[src/rtl/latency_meter_pkg.sv]
// Shared types for the glass-to-glass latency meter.
package latency_meter_pkg;

    typedef enum logic [2:0] {
        LM_IDLE,
        LM_DARK,
        LM_FLASH,
        LM_RECORD,
        LM_FINISH
    } lm_state_t;

endpackage

[src/rtl/us_ticker.sv]
// Microsecond prescaler: one-cycle tick every US_DIV cycles, phase reset by clear.
module us_ticker #(
    parameter int US_DIV = 100
) (
    input  logic clk,
    input  logic reset,
    input  logic clear,
    output logic tick
);

    localparam int PW = (US_DIV > 2) ? $clog2(US_DIV) : 1;

    logic [PW-1:0] pre;

    assign tick = (pre == PW'(US_DIV - 1));

    always_ff @(posedge clk) begin
        if (reset || clear || tick) begin
            pre <= '0;
        end else begin
            pre <= pre + PW'(1);
        end
    end

endmodule

[src/rtl/latency_meter.sv]
// Flashes the test pattern white and times the sensor response in microseconds,
// reporting last/avg/min/max over batches of 2^AVG_LOG2 samples.
module latency_meter
    import latency_meter_pkg::*;
#(
    parameter int US_DIV     = 100,
    parameter int CNT_W      = 20,
    parameter int AVG_LOG2   = 3,
    parameter int SETTLE_US  = 50_000,
    parameter int TIMEOUT_US = 500_000
) (
    input  logic                clk,
    input  logic                reset,
    input  logic                start,
    input  logic                abort,
    input  logic                continuous,
    input  logic                light_on,
    output logic                flash,
    output logic                busy,
    output logic                done,
    output logic                timeout,
    output logic [CNT_W-1:0]    latency_last,
    output logic [CNT_W-1:0]    latency_avg,
    output logic [CNT_W-1:0]    latency_min,
    output logic [CNT_W-1:0]    latency_max,
    output logic [AVG_LOG2:0]   sample_idx
);

    localparam int ACC_W = CNT_W + AVG_LOG2;
    localparam int IDX_W = AVG_LOG2 + 1;
    localparam int NSAMP = 1 << AVG_LOG2;

    lm_state_t        state, state_nxt;
    logic             tick, clear;
    logic             set_timeout, batch_init;
    logic             settled, hit_timeout, last_sample;
    logic [CNT_W-1:0] us_cnt, cnt_inc;
    logic [ACC_W-1:0] acc, acc_nxt;
    logic [CNT_W-1:0] run_min, run_max, min_nxt, max_nxt;

    // Every state entry restarts the prescaler phase and the µs count.
    assign clear = (state_nxt != state);

    us_ticker #(.US_DIV(US_DIV)) u_ticker (
        .clk   (clk),
        .reset (reset),
        .clear (clear),
        .tick  (tick)
    );

    assign cnt_inc     = (tick && (us_cnt != '1)) ? us_cnt + CNT_W'(1) : us_cnt;
    assign settled     = (us_cnt >= CNT_W'(SETTLE_US));
    assign hit_timeout = (cnt_inc == CNT_W'(TIMEOUT_US));
    assign last_sample = (sample_idx == IDX_W'(NSAMP - 1));

    assign acc_nxt = acc + ACC_W'(latency_last);
    assign min_nxt = (latency_last < run_min) ? latency_last : run_min;
    assign max_nxt = (latency_last > run_max) ? latency_last : run_max;

    always_comb begin
        state_nxt   = state;
        set_timeout = 1'b0;
        batch_init  = 1'b0;
        if (abort) begin
            state_nxt = LM_IDLE;
        end else begin
            case (state)
                LM_IDLE: begin
                    if (start) begin
                        state_nxt  = LM_DARK;
                        batch_init = 1'b1;
                    end
                end
                LM_DARK: begin
                    if (settled && !light_on) begin
                        state_nxt = LM_FLASH;
                    end else if (hit_timeout) begin
                        state_nxt   = LM_IDLE;
                        set_timeout = 1'b1;
                    end
                end
                LM_FLASH: begin
                    if (light_on) begin
                        state_nxt = LM_RECORD;
                    end else if (hit_timeout) begin
                        state_nxt   = LM_IDLE;
                        set_timeout = 1'b1;
                    end
                end
                LM_RECORD: state_nxt = last_sample ? LM_FINISH : LM_DARK;
                LM_FINISH: begin
                    if (continuous) begin
                        state_nxt  = LM_DARK;
                        batch_init = 1'b1;
                    end else begin
                        state_nxt = LM_IDLE;
                    end
                end
                default: state_nxt = LM_IDLE;
            endcase
        end
    end

    always_ff @(posedge clk) begin
        if (reset) begin
            state        <= LM_IDLE;
            us_cnt       <= '0;
            acc          <= '0;
            run_min      <= '0;
            run_max      <= '0;
            flash        <= 1'b0;
            busy         <= 1'b0;
            done         <= 1'b0;
            timeout      <= 1'b0;
            latency_last <= '0;
            latency_avg  <= '0;
            latency_min  <= '0;
            latency_max  <= '0;
            sample_idx   <= '0;
        end else begin
            state  <= state_nxt;
            flash  <= (state_nxt == LM_FLASH);
            busy   <= (state_nxt != LM_IDLE);
            done   <= 1'b0;
            us_cnt <= (clear || state == LM_IDLE) ? '0 : cnt_inc;

            if (set_timeout) begin
                timeout <= 1'b1;
            end else if (batch_init) begin
                timeout <= 1'b0;
            end

            if (batch_init) begin
                acc        <= '0;
                sample_idx <= '0;
                run_min    <= '1;
                run_max    <= '0;
            end

            if (state == LM_FLASH && light_on && !abort) begin
                latency_last <= us_cnt;
            end

            // Published results only change on a batch that ran to completion.
            if (state == LM_RECORD && !abort) begin
                acc        <= acc_nxt;
                run_min    <= min_nxt;
                run_max    <= max_nxt;
                sample_idx <= sample_idx + IDX_W'(1);
                if (last_sample) begin
                    latency_avg <= CNT_W'(acc_nxt >> AVG_LOG2);
                    latency_min <= min_nxt;
                    latency_max <= max_nxt;
                    done        <= 1'b1;
                end
            end
        end
    end

endmodule

[config.mk]
export PLATFORM = sky130hd
export DESIGN_NAME = latency_meter
export DESIGN_NICKNAME = d
export VERILOG_FILES = /design/src/rtl/latency_meter_pkg.sv /design/src/rtl/us_ticker.sv /design/src/rtl/latency_meter.sv
export SDC_FILE = /design/constraint.sdc
export NUM_CORES = 1
export LEC_CHECK = 0
export CORE_UTILIZATION = 44
export DETAILED_ROUTE_END_ITERATION = 10
export DONT_BUFFER_PORTS = 1
export SYNTH_ARGS = -nofsm -noshare
export SYNTH_HDL_FRONTEND = slang
export SYNTH_HIERARCHICAL = 1
export SYNTH_SLANG_ARGS = --single-unit
[constraint.sdc]
create_clock -name clk -period 3 [get_ports clk]
set_clock_uncertainty 0.2 [all_clocks]
set_input_delay 0.6 -clock clk [delete_from_list [all_inputs] [get_ports clk]]
set_output_delay 0.6 -clock clk [all_outputs]
set_load 0.01 [all_outputs]
Yosys cells after proc, flatten, opt, wreduce, memory -nomap -nowiden. Index checks and enable logic that the tools add are counted.

Flip-flop bits (word level): 181. Logic and storage cells: 81.

$add $sub $neg: 4. Order comparisons: 3. Equal/unequal tests: 10. Mux-type cells: 31. Bitwise operators: 1. Reductions and logical operators: 17.

Operators by type and width (count): $mux 20 (7); $mux 23 (2); $add 23x20->23 (1); $add 20x1->20 const B (1); $eq 20x19->1 const B (1); $ge 20x16->1 const B (1); $gt 20x20->1 (1); $lt 20x20->1 (1); $ne 20x20->1 const B (1); $mux 3 (6); $pmux 3 s5 (1); $mux 1 (11); $eq 3x2->1 const B (3); $mux 4 (2); $add 7x1->7 const B (1); $eq 7x7->1 const B (1); $logic_and 1x1->1 (5); $add 4x1->4 const B (1); $eq 4x3->1 const B (1); $pmux 1 s2 (2); $reduce_bool 2->1 (2); $reduce_or 2->1 (2); $eq 3x1->1 const B (1); $eq 3x3->1 const B (1); other kinds (7) (10).

Depth between registers and ports, before layout. Gate-level depths: netlist (run 1).

Depth after elaboration: 11. Gate-level depth with buffers: 14. Mapped depth without buffers: 14.

Cells and area by module. Netlist (run 1), hierarchy kept.

Modules (own cells, without submodules): latency_meter (times used 1, cells an instance 1134, area each 9320.2 um^2, seq. area each 3483.3 um^2); us_ticker (times used 1, cells an instance 34, area each 307.8 um^2, seq. area each 140.1 um^2).

Worst setup path after synthesis (run 1). Ideal clock, no wire load.

Path type: register to register. From: register u_ticker.pre[0]. To: register u_ticker.pre[3]. Library setup time: 0.124 ns. Arrival: 2.918 ns. Required time: 2.676 ns. Slack: -0.242 ns. Stages on the path, launching flop included: 15. Path buffers: 0. Clock period less this slack: 3.242 ns. Cells stage by stage: dfxtp_1 -> ha_1 -> nand2b_1 -> nor2_1 -> and4_1 -> nor3b_2 -> o211ai_1 -> or3_1 -> a21oi_1 -> and4bb_4 -> or2_1 -> a31o_2 -> nor2_1 -> o21ai_2 -> nor2_1.

Cells in the longest elaborated chain, start to end: 11.

RTL lines: from (decl) (line us_ticker.sv:13) `logic [PW-1:0] pre;`; from (signal assigned) (line us_ticker.sv:21) `pre <= pre + PW'(1);`; $eq 7x7->1 (*) (line us_ticker.sv:15) `assign tick = (pre == PW'(US_DIV - 1));`; via tick (line latency_meter.sv:34) `logic tick, clear;`; $logic_and 1x1->1 (*) (line latency_meter.sv:51) `assign cnt_inc = (tick && (us_cnt != '1)) ? us_cnt + CNT_W'(1) : us_cnt;`; $mux 20 (*) (line latency_meter.sv:51); $eq 20x19->1 (*) (line latency_meter.sv:53) `assign hit_timeout = (cnt_inc == CNT_W'(TIMEOUT_US));`; $mux 3 (*) (line latency_meter.sv:77, latency_meter.sv:85); $mux 3, on equally long branches (line latency_meter.sv:83, latency_meter.sv:75); $pmux 3 s5 (*) (line latency_meter.sv:67) `case (state)`; $mux 3 (*) (line latency_meter.sv:64) `if (abort) begin`; $ne 3x3->1 (*) (line latency_meter.sv:42) `assign clear = (state_nxt != state);`; via clear (line latency_meter.sv:34); $logic_or 1x1->1 (*) (2 in series) (line us_ticker.sv:18) `if (reset || clear || tick) begin`.

Mark *: on every way through the listed nets, which the timed path passes. The rest lies on a longest branch. A chain may end at the register's enable or synchronous reset.

Worst setup path in the final report (run 1).
From: register run_max[8]. To: register latency_max[13].

Cells in the longest elaborated chain, start to end: 2.

RTL lines: from (decl) (line latency_meter.sv:39) `logic [CNT_W-1:0] run_min, run_max, min_nxt, max_nxt;`; from (signal assigned) (line latency_meter.sv:148) `run_max <= max_nxt;`; $gt 20x20->1 (line latency_meter.sv:58) `assign max_nxt = (latency_last > run_max) ? latency_last : run_max;`; $mux 20 (line latency_meter.sv:58); to (signal assigned) (line latency_meter.sv:153) `latency_max <= max_nxt;`; to (decl) (line latency_meter.sv:25) `output logic [CNT_W-1:0] latency_max,`.

No other way between the ends.

==> results.md, run 1 <==
* Status: finished with violations
* Violated checks: negative setup slack
* Die Span Y at 150 um
* CTS Sinks at 181
* Setup ws final at -50.1 ps
* Max_cap viols at 0
* EDFF count, synth at 0
* Worst setup EP type: register
* Area Growth Syn to Fin at 29.7%
* Pre-CTS WS at -85.7 ps
* Cell area after synthesis at 9630 um2
* VDD IR-drop max at 0.000399 V
* Critical path startpoint: run_max[8]
* Crit path kind: reg2reg
* Dominant synthesized flop cell: dfxtp_1
* Post-DRT Antenna Nets at 0
* FMAX at 328 MHz
* RSZ-0062 raised after global routing: true
* Mapped Cells at 1168
* Async SR Flop Fraction at 0
* Gpl congestion at 0.880
* Fin crit period at 3050 ps
* Final-report hold violation count at 0
* Vias post-DR at 9265
* Vias in the first global route at 8688
* Sequential-to-total area share from yosys stat at 0.376
* CP required at 3150 ps
* First-pass GRT wire length at 46.3 mm
* Max Slew Vio Count at 0
* Largest net degree at the start of global routing at 142
* FF-to-FF Start: run_max[8]
* # setup viols final at 44
* Core area at 21200 um2
* ANT cells at 0
* Layout Nets at 1343
* CP startpoint kind: register
* Post-DP HPWL at 19.8 mm
* Chip Width at 150 um
* Tcrit/Tclk final at 1.02
* Worst path cell trace: inv_2, ha_4, nand3_2, or3_4, or4_4, nand2_2, o41ai_2, a31o_4, buf_12, clkbuf_16, a2111oi_4
* Row count at 53
* Initial core utilization at 0.454
* Total track usage at 0.264
* Max Root-Sink Buffers at 2
* Worst-path clk slew at 70 ps
* WL final at 31.1 mm
* Placed Cells at 1496
* Initial DRT Pass Iterations at 5
* Leak at 4.86 nW
* Hold Path Origin: reset
* Post-synthesis net count at 1239
* CP Max Fanout at 7
* PwrDens at 388 nW/um2
* Wirelength per Cell at 19.9 um
* Io pins at 94
* Worst-skew pair later-pin latency at 440 ps
* Fin cells at 1560
* Die ar. at 22500 um2
* Mean post-synth cell area at 8.24 um2
* CP bufs+invs at 3
* Initial antenna violation count at 0
* # port buffers at 0
* Layout cell share with drive strength beyond 1 at 0.261
* CTS root buffer: clkbuf_16
* DR iter-0 viols at 661
* Crit path DAT at 3200 ps
* Netlist cell types at 72
* CTS tree: done
* Clock buffer count from CTS at 17
* Worst slew pin tran at 723 ps
* Synthesis Warnings at 6
* Hold_buf cts at 0
* Max stage delay on crit path at 580 ps
* Worst Hold Class: in2reg
* FF+latch count, synth at 181
* H-Tree Depth at 4
* Slew headroom at 0.518
* Remaining global-route overflow at 0
* Drc violations at 0
* Worst path slowest cell: or4_4
* Hold slack final at 24.6 ps
* Vias per cell at 5.94
* CP top delay family: simple AND/OR/NAND/NOR gates
worst paths after layout:
kind / to / slack, ps / depth (start not counted)
max: latency_max[13] / -50 / 11
min: busy / 20 / 1
max reg2reg: latency_max[13] / -50 / 11
min reg2reg: acc[13] / 270 / 2
cells in the mapped netlist (all sizes together) (3+ instances only):
master | n | area (um2)
a2111oi | 24 | 210
a211oi | 31 | 233
a21o | 17 | 128
a21oi | 83 | 415
a22o | 21 | 184
a22oi | 4 | 30.0
a311oi | 20 | 175
a31oi | 32 | 200
and2 | 3 | 18.8
and3 | 4 | 25.0
and4 | 3 | 26.3
buf | 18 | 91.3
clkbuf | 69 | 260
dfxtp | 181 | 3620
ha | 64 | 801
inv | 56 | 210
mux2i | 3 | 30.0
nand2 | 109 | 409
nand2b | 9 | 56.3
nand3 | 55 | 280
nand3b | 6 | 45.0
nand4 | 10 | 77.6
nor2 | 96 | 360
nor2b | 4 | 25.0
nor3 | 52 | 260
nor3b | 4 | 35.0
nor4 | 12 | 100
o211ai | 7 | 52.6
o21a | 8 | 60.1
o21ai | 54 | 285
o21bai | 22 | 165
o31ai | 3 | 22.5
or2 | 4 | 25.0
or3 | 13 | 81.3
or4 | 3 | 22.5
xnor2 | 22 | 193
xor2 | 13 | 114
registers in the layout, indices dropped and copies added (netlist names), 20 cells and up:
signal / cells
us_cnt: 20
run_max: 20
latency_last: 20
latency_avg: 20
latency_max: 20
latency_min: 20
acc: 23
run_min: 20
metrics by stage:
step | util | cell area, um2 | total power [mW] | setup TNS (ps)
after detailed placement | 0.510 | 10800 | 2.68 | -3250
after global routing | 0.589 | 12500 | 5.01 | -8900
final | 0.589 | 12500 | 4.85 | -1070
after floorplan | - | 9690 | 2.64 | 0
after global placement | 0.510 | 10800 | 2.68 | -1160
after CTS | 0.550 | 11700 | 4.85 | -108
timing repair:
| item | 4_1_cts | 5_1_grt |
|---|---|---|
| gates cloned | 3 | 10 |
| setup endpoints to repair | 81 | 123 |
| buffers inserted | 12 | 10 |
| gates resized for setup | 45 | 122 |
| pin swaps | 8 | 35 |
logic make-up (layout without fill, tap and decap cells):
group,after synthesis,after routing,share of synthesized area
adder cells (fa/ha/maj),65,65,0.0853
XOR/XNOR,35,35,0.0318
AO/OA/AOI/OAI,343,343,0.241
flip-flops,181,181,0.376
multiplexers,4,4,0.00429
buffers and inverters,143,258,0.0583
AND/OR/NAND/NOR,397,399,0.203
cell type report:
class | instances | area [um2]
fill | 1879 | 8730
clock buffer | 18 | 439
tap | 275 | 344
timing repair buffer | 170 | 1510
multi-input combinational | 846 | 6230
sequential | 181 | 3650
inverter | 56 | 210
clock inverter | 14 | 115
layer usage:
layer  global-route usage  wire (um)  vias up
met5                    0          0        -
met4               0.0884        769        0
met3               0.0595       1800       58
met2                0.441      15100      249
met1                0.335      13400     4486
li1                     -          -     4472
power breakdown:
part	internal [mW]	switching, mW
logic	0.0939	0.142
registers	2.42	0.0157
clock network	1.11	1.07
cells in the final DEF, fill, tap and decap left out, types with 5 or more instances in the layout:
cell / instances
nand2b_1: 7
inv_1: 54
a21oi_2: 6
a311oi_1: 19
a22o_1: 21
nor3_1: 37
o21ai_0: 41
clkbuf_16: 23
a2111oi_1: 6
a211oi_2: 5
o211ai_1: 7
buf_12: 6
buf_4: 146
a2111oi_2: 13
dfxtp_1: 164
xor2_1: 13
nor4_1: 7
nor3_2: 11
buf_6: 11
inv_6: 5
nand2_1: 107
nand4_1: 9
a21o_1: 17
nand3b_1: 6
a211oi_1: 24
nor2_1: 91
or3_1: 11
ha_1: 52
xnor2_1: 22
dfxtp_2: 16
o21a_1: 8
ha_4: 11
o21ai_1: 7
nand3_1: 51
o21bai_1: 22
a21oi_1: 77
a31oi_1: 30
No activity file was read; power rests on OpenSTA's default activity.
==> run 2: changes to the inputs <==
CORE_UTILIZATION = 60   (was 44)
CTS_BUF_LIST = sky130_fd_sc_hd__clkbuf_8   (was not set)
PLACE_DENSITY = 0.79   (was not set)
==> results.md, run 2 (synthesis results as in run 1) <==
* Initial core utilization at 0.624 (+0.170)
* Fin crit period at 3180 ps (+130 ps)
* ANT cells at 0 (unchanged)
* Leak at 4.71 nW (-3.0%)
* Initial antenna violation count at 0 (unchanged)
* Vias post-DR at 9856 (+6.4%)
* Worst-skew pair later-pin latency at 490 ps (+50 ps)
* Wirelength per Cell at 21.6 um (+8.1%)
* Max reg flops at 23 (unchanged)
* Internal at 3.21 mW (-11%)
* Initial DRT Pass Iterations at 8 (+3)
* RSZ-0062 raised after global routing: true
* Total track usage at 0.359 (+0.0947)
* Switch share at 0.259 (+0.00581)
* CP Max Fanout at 8 (+1)
* Biggest register: acc
* Worst-path clk slew at 100 ps (+30 ps)
* Worst slew pin tran at 1130 ps (+411 ps)
* First-pass GRT wire length at 46.1 mm (-0.27%)
* H-Tree Depth at 4 (unchanged)
* Switching power at 1.12 mW (-8.6%)
* Io pins at 94 (unchanged)
* Setup ws final at -180 ps (-130 ps)
* PwrDens at 357 nW/um2 (-8.2%)
* # port buffers at 0 (unchanged)
* Layout Nets at 1331 (-0.89%)
* Core Util, Final at 0.787 (+0.199)
* Clock Power Share at 0.365 (-0.084)
* Worst setup EP type: register
* Slew headroom at 0.242 (-0.277)
* Most common cell after layout, fill and taps aside: dfxtp_1
* Gpl congestion at 0.918 (+4.3%)
* Die ar. at 16600 um2 (-26%)
* Post-DRT Antenna Nets at 0 (unchanged)
* Row count at 45 (-15%)
* # setup viols final at 67 (+52%)
* Violated checks: negative setup slack
* Setup tns final at -4500 ps (-3430 ps)
* Final-report hold violation count at 0 (unchanged)
* Power Total at 4.33 mW (-11%)
* Largest net degree at the start of global routing at 83 (-42%)
* CTS Sinks at 181 (unchanged)
* FMAX at 314 MHz (-4.1%)
* CP required at 3240 ps (+90 ps)
* Area Growth Syn to Fin at 26.2%
* Crit path kind: reg2reg
* Clock buffer count from CTS at 17 (unchanged)
* Remaining global-route overflow at 0 (unchanged)
* Vias in the first global route at 9013 (+3.7%)
* CP startpoint kind: register
* CTS tree: done
* Worst Hold Class: in2reg
* Max Slew Vio Count at 0 (unchanged)
* Sequential share of power at 0.562 (+0.059)
* Max_cap viols at 0 (unchanged)
* Most frequent cells in the layout: dfxtp_1 (166), buf_4 (123), nand2_1 (107)
* Vias per cell at 6.64 (+12%)
* CTS root buffer: clkbuf_8
* Die Span Y at 129 um (-14%)
* WL final at 32.0 mm (+2.8%)
* Post-DP HPWL at 18.8 mm (-5.0%)
* DR iter-0 viols at 1084 (+64%)
* Layout cell share with drive strength beyond 1 at 0.248 (-0.0125)
* Status: finished with violations
* Max Root-Sink Buffers at 2 (unchanged)
* Chip Width at 129 um (-14%)
* Core area at 15400 um2 (-27%)
* Drc violations at 0 (unchanged)
* VDD IR-drop max at 0.000284 V (-29%)
* Comb power frac at 0.072 (+0.023)
* Crit path DAT at 3420 ps (+220 ps)
* Tcrit/Tclk final at 1.06 (+0.0435)
run 2: what timing repair did:
action / CTS / global route
endpoints found under the setup margin: 103 / 124
endpoints found under the hold margin: 42 / 20
gates cloned: 3 / 6
hold buffers: 9 / 2
buffers inserted: 5 / 10
pin swaps: 15 / 32
gates resized for setup: 61 / 107
run 2: final timing paths:
path	slack, ps	depth (start not counted)	endpoint	startpoint
worst min register to register	280	2	acc[14]	acc[14]
worst max register to register	-180	11	run_max[14]	latency_last[2]
worst min-delay path	40	1	latency_last[5]	reset
worst max-delay path	-180	11	run_max[14]	latency_last[2]
run 2: critical path, cell delays in order, from the launching register on:
cell       delay [ps]
dfxtp_1           340
buf_4             210
ha_1              330
nand4_1           230
or4_4             650
nand2_2            90
o41ai_1            70
a31o_2            300
a211oi_4          290
buf_6             170
clkbuf_16         140
a22o_1            120
run 2: power groups by stage:
stage                     Combinational (mW)  Clock [mW]  Sequential (mW)
after global placement                 0.180           0             2.50
after detailed placement               0.183           0             2.50
after floorplan                        0.150           0             2.49
after global routing                   0.328        1.69             2.44
final                                  0.313        1.58             2.44
after CTS                              0.240        1.58             2.44
run 2: cell type report:
class | instances | area [um2]
inverters | 56 | 210
multi-input cells | 845 | 6220
clock inverters | 14 | 113
repair buffers | 159 | 1440
flip-flops and latches | 181 | 3650
clock buffers | 18 | 248
well taps | 211 | 264
fillers | 983 | 3280
run 2: stage by stage:
stage | hold WS, ps | worst slack [ps] | area (um2) | cells
final | 43.9 | -180 | 12100 | 1484
after global routing | 23.5 | -203 | 12100 | 1484
after CTS | -15.3 | -35.0 | 11400 | 1466
after detailed placement | 262 | -132 | 10600 | 1418
after global placement | 255 | -90.8 | 10600 | 1418
after floorplan | 247 | 2.47 | 9690 | 1168
run 2: routing by layer:
metal / vias to the layer above / global-route usage / routed length [um]
met2: 560 / 0.589 / 15000
met3: 165 / 0.0886 / 2940
met1: 4693 / 0.427 / 12100
li1: 4438 / - / -
met5: - / 0 / 0
met4: 0 / 0.213 / 1940
==> variant 1: new RTL, settings of run 2 <==
The 5 states of `lm_state_t` get a Gray code encoding in 3 bits.
--- a/src/rtl/latency_meter_pkg.sv
+++ b/src/rtl/latency_meter_pkg.sv
@@ -2,11 +2,11 @@
 package latency_meter_pkg;
 
     typedef enum logic [2:0] {
-        LM_IDLE,
-        LM_DARK,
-        LM_FLASH,
-        LM_RECORD,
-        LM_FINISH
+        LM_IDLE   = 3'b000,
+        LM_DARK   = 3'b001,
+        LM_FLASH  = 3'b011,
+        LM_RECORD = 3'b010,
+        LM_FINISH = 3'b110
     } lm_state_t;
 
 endpackage
Check against the original RTL: same outputs for any inputs over 4 cycles, from zero or initial values and one cycle with reset high; so few cycles prove little.
==> variant 1 against run 2 <==
- the flow finishes with violations (negative hold slack)
- cell count fell by 4.0%
- worst setup slack better by 0.24 ns
- cell area down 10%
- synthesized area shrank 1.1%
- sequential cell count unchanged
- total power increased by 0.35%
- routed wire length is 17% lower
==> variant 1: results (changes against run 2) <==
met2 wire len=12.5 mm (-17%); hold_ws=-0.00509 ns (-0.0490 ns); Clk. pwr=1.73 mW (+9%); post-cts resize count=3 (-95%); Setup Fix Bufs, Post-CTS=1 (-4); Worst EP arrival=3.11 ns (-0.31 ns); DR iter-0 viols=939 (-13%); Yosys Warn Count=6 (unchanged); GR Util met1=43.1% (+0.43 points); first-pass GRT wire length=41.7 mm (-9.6%); CP max-delay cell=dfxtp_1; Fin. Hold Viols=1 (+1); initial antenna violation count=0 (unchanged); CP max stage delay=0.40 ns (-0.25 ns); DP HPWL=18.3 mm (-2.8%); sequential fraction of the synthesis area=38.0% (+0.40 points); Post-synth top cells=dfxtp_1 (181), nand2_1 (151), nor2_1 (112); Final GP Congestion=0.972 (+5.8%); largest power group=registers; # H-tree levels=4 (unchanged); DR pass1 iterations=6 (-2); top post-synthesis cells by area=dfxtp_1 (38%), ha_1 (8.4%), nand2_1 (5.9%); Max clock buf depth=2 (unchanged); routed len/inst=18.6 µm (-14%); largest net degree at the start of global routing=121 (+46%); max reg flops=23 (unchanged); Post-Synth XOR/XNOR Area=2.94% (-0.24 points); Non-Filler Instances=1,425 (-4.0%); port bufs=0 (unchanged); number of global-route vias before repair=8,226 (-8.7%); nets@finish=1,273 (-4.4%); post-synthesis compound-gate area fraction=21.3% (-2.9 points); layout cell share with drive strength beyond 1=15.2% (-9.7 points); multiplexer share of the synthesized area=2.43% (+2.0 points); Worst-path clk slew=0.09 ns; Synth cell types=76 (+5.6%); CP top delay family=compound AO/OA/AOI/OAI gates; sequential share of power=56.3% (about the same); adder-cell area share of the yosys netlist=8.62% (+0.091 points); Tightest Pin Transition=1.10 ns (-0.0306 ns); met3 wire length=2.21 mm (-25%); Avg Cell Area, Syn=8.28 µm² (+0.41%); diode count=0 (unchanged); DRT met1 WL=11.1 mm (-7.9%); Worst VDD drop=0.285 mV (+0.23%); global-route track usage on met2=52.5% (-6.3 points); area of placed instances=10,300 µm² (-3.6%); run status=finished with violations; Total Routing Usage GR=32.4% (-3.5 points); grt met3 use=5.55% (-3.3 points); Leak Pwr=4.29 nW (-8.9%); Largest Register=acc; violated checks=negative hold slack; dpl ws=-0.0692 ns (+0.0632 ns); largest fanout on the critical path=20 (+12); Int Pwr=3.33 mW (+3.7%); hold bufs inserted after CTS=3 (-6); number of vias per cell=6.22 (-6.4%)
## variant 1: path summary, 6_finish.rpt
path / startpoint / to / slack, ns / depth (start not counted)
max: run_max[19]$_SDFFE_PP0P_ / run_max[18]$_SDFFE_PP0P_ / 0.06 / 11
min: reset / state[1]$_SDFF_PP0_ / -0.005 / 1
min reg2reg: acc[12]$_SDFFE_PP0P_ / acc[12]$_SDFFE_PP0P_ / 0.27 / 2
max reg2reg: run_max[19]$_SDFFE_PP0P_ / run_max[18]$_SDFFE_PP0P_ / 0.06 / 11
## variant 1: cell type report
type                    instances  area, µm²
multi-input cells             840       5510
fillers                      1178       4440
flip-flops and latches        181       3630
repair buffers                105        898
well taps                     211        264
clock buffers                  18        248
inverters                      57        214
clock inverters                13        156
==> variant 2: new RTL, flow settings as in run 2 <==
Made on the original files. `US_DIV` is set to 100 in 2 places; all go to 200.
--- a/src/rtl/us_ticker.sv
+++ b/src/rtl/us_ticker.sv
@@ -1,6 +1,6 @@
 // Microsecond prescaler: one-cycle tick every US_DIV cycles, phase reset by clear.
 module us_ticker #(
-    parameter int US_DIV = 100
+    parameter int US_DIV = 200
 ) (
     input  logic clk,
     input  logic reset,
--- a/src/rtl/latency_meter.sv
+++ b/src/rtl/latency_meter.sv
@@ -3,7 +3,7 @@
 module latency_meter
     import latency_meter_pkg::*;
 #(
-    parameter int US_DIV     = 100,
+    parameter int US_DIV     = 200,
     parameter int CNT_W      = 20,
     parameter int AVG_LOG2   = 3,
     parameter int SETTLE_US  = 50_000,
Check against the original RTL: no difference found for any inputs over 10 cycles, from zero or initial values and one cycle with reset high; that may be too few to reach the edited logic, so the function may still have changed.
==> variant 2 against run 2 <==
- the flow still finishes with violations (negative setup slack)
- first-iteration DRC count increased by 6.1%
- sequential cell count increased by 1
- total power increased by 3.1%
- routed wire length increased by 3.2%
- cell area increased by 1.6%
- worst setup slack got worse by 0.16 ns
- synthesized area increased by 0.64%
- cell count increased by 0.61%
- critical path type unchanged
- critical endpoint is now u_ticker/pre[1]$_SDFF_PP0_
- largest power group unchanged
==> variant 2: results (changes against run 2) <==
top post-synthesis cells by area=dfxtp_1 (38%), ha_1 (8.3%), nand2_1 (4.2%); Avg Cell Area, Syn=8.27 µm² (+0.29%); run status=finished with violations; Yosys top cell area share=37.6% (about the same); DP HPWL=18.5 mm (-1.8%); total wire length=33.0 mm (+3.2%); Multi-input gate area=6420 µm² (+3.2%); grt met3 use=10.1% (+1.3 points); worst r2r path cells=13 (+2); Final setup viols=110 (+64%); Post-synth top cells=dfxtp_1 (182), nand2_1 (109), nor2_1 (95); Psw=1.15 mW (+2.9%); Synth cell types=73 (+1.4%); final core utilization=78.0% (-0.75 points); Final WS setup=-0.342 ns (-0.161 ns); Multi-In Gates=848 (+0.36%); met2 wire len=15.6 mm (+3.5%); Total Routing Usage GR=35.5% (-0.45 points); P&R area growth vs syn=27.4%; initial antenna violation count=1 (+1); violated checks=negative setup slack; DR iter-0 viols=1,150 (+6.1%); largest net degree at the start of global routing=78 (-6.0%); FF+latch area=3670 µm² (+0.51%); number of vias per cell=6.70 (+0.84%); GR Util met1=41.7% (-1.0 points); Worst VDD drop=0.260 mV (-8.4%); CP max stage delay=0.44 ns (-0.21 ns); post-cts resize count=52 (-15%); Final GP Congestion=0.910 (-0.90%); Final non-clock buffer share=11.2% (-0.65 points)
==> variant 2: cell families after synthesis <==
| family | Yosys count | synth area share [%] |
|---|---|---|
| AOI/OAI and AO/OA | 344 | 24.3 |
| xor gates and xnor gates | 36 | 3.25 |
| adders and majority gates | 65 | 8.47 |
| buffers and inverters | 143 | 5.80 |
| DFF | 182 | 37.6 |
| muxes | 4 | 0.426 |
| and+or+nand+nor | 398 | 20.2 |
==> variant 2: worst paths after layout <==
check                                           startpoint                          to  slack (ns)
worst max-delay path            u_ticker/pre[1]$_SDFF_PP0_  u_ticker/pre[1]$_SDFF_PP0_       -0.34
worst min-delay path                                 reset        acc[19]$_SDFFE_PP0P_        0.01
worst max register to register  u_ticker/pre[1]$_SDFF_PP0_  u_ticker/pre[1]$_SDFF_PP0_       -0.34
worst min register to register         acc[9]$_SDFFE_PP0P_         acc[9]$_SDFFE_PP0P_        0.27
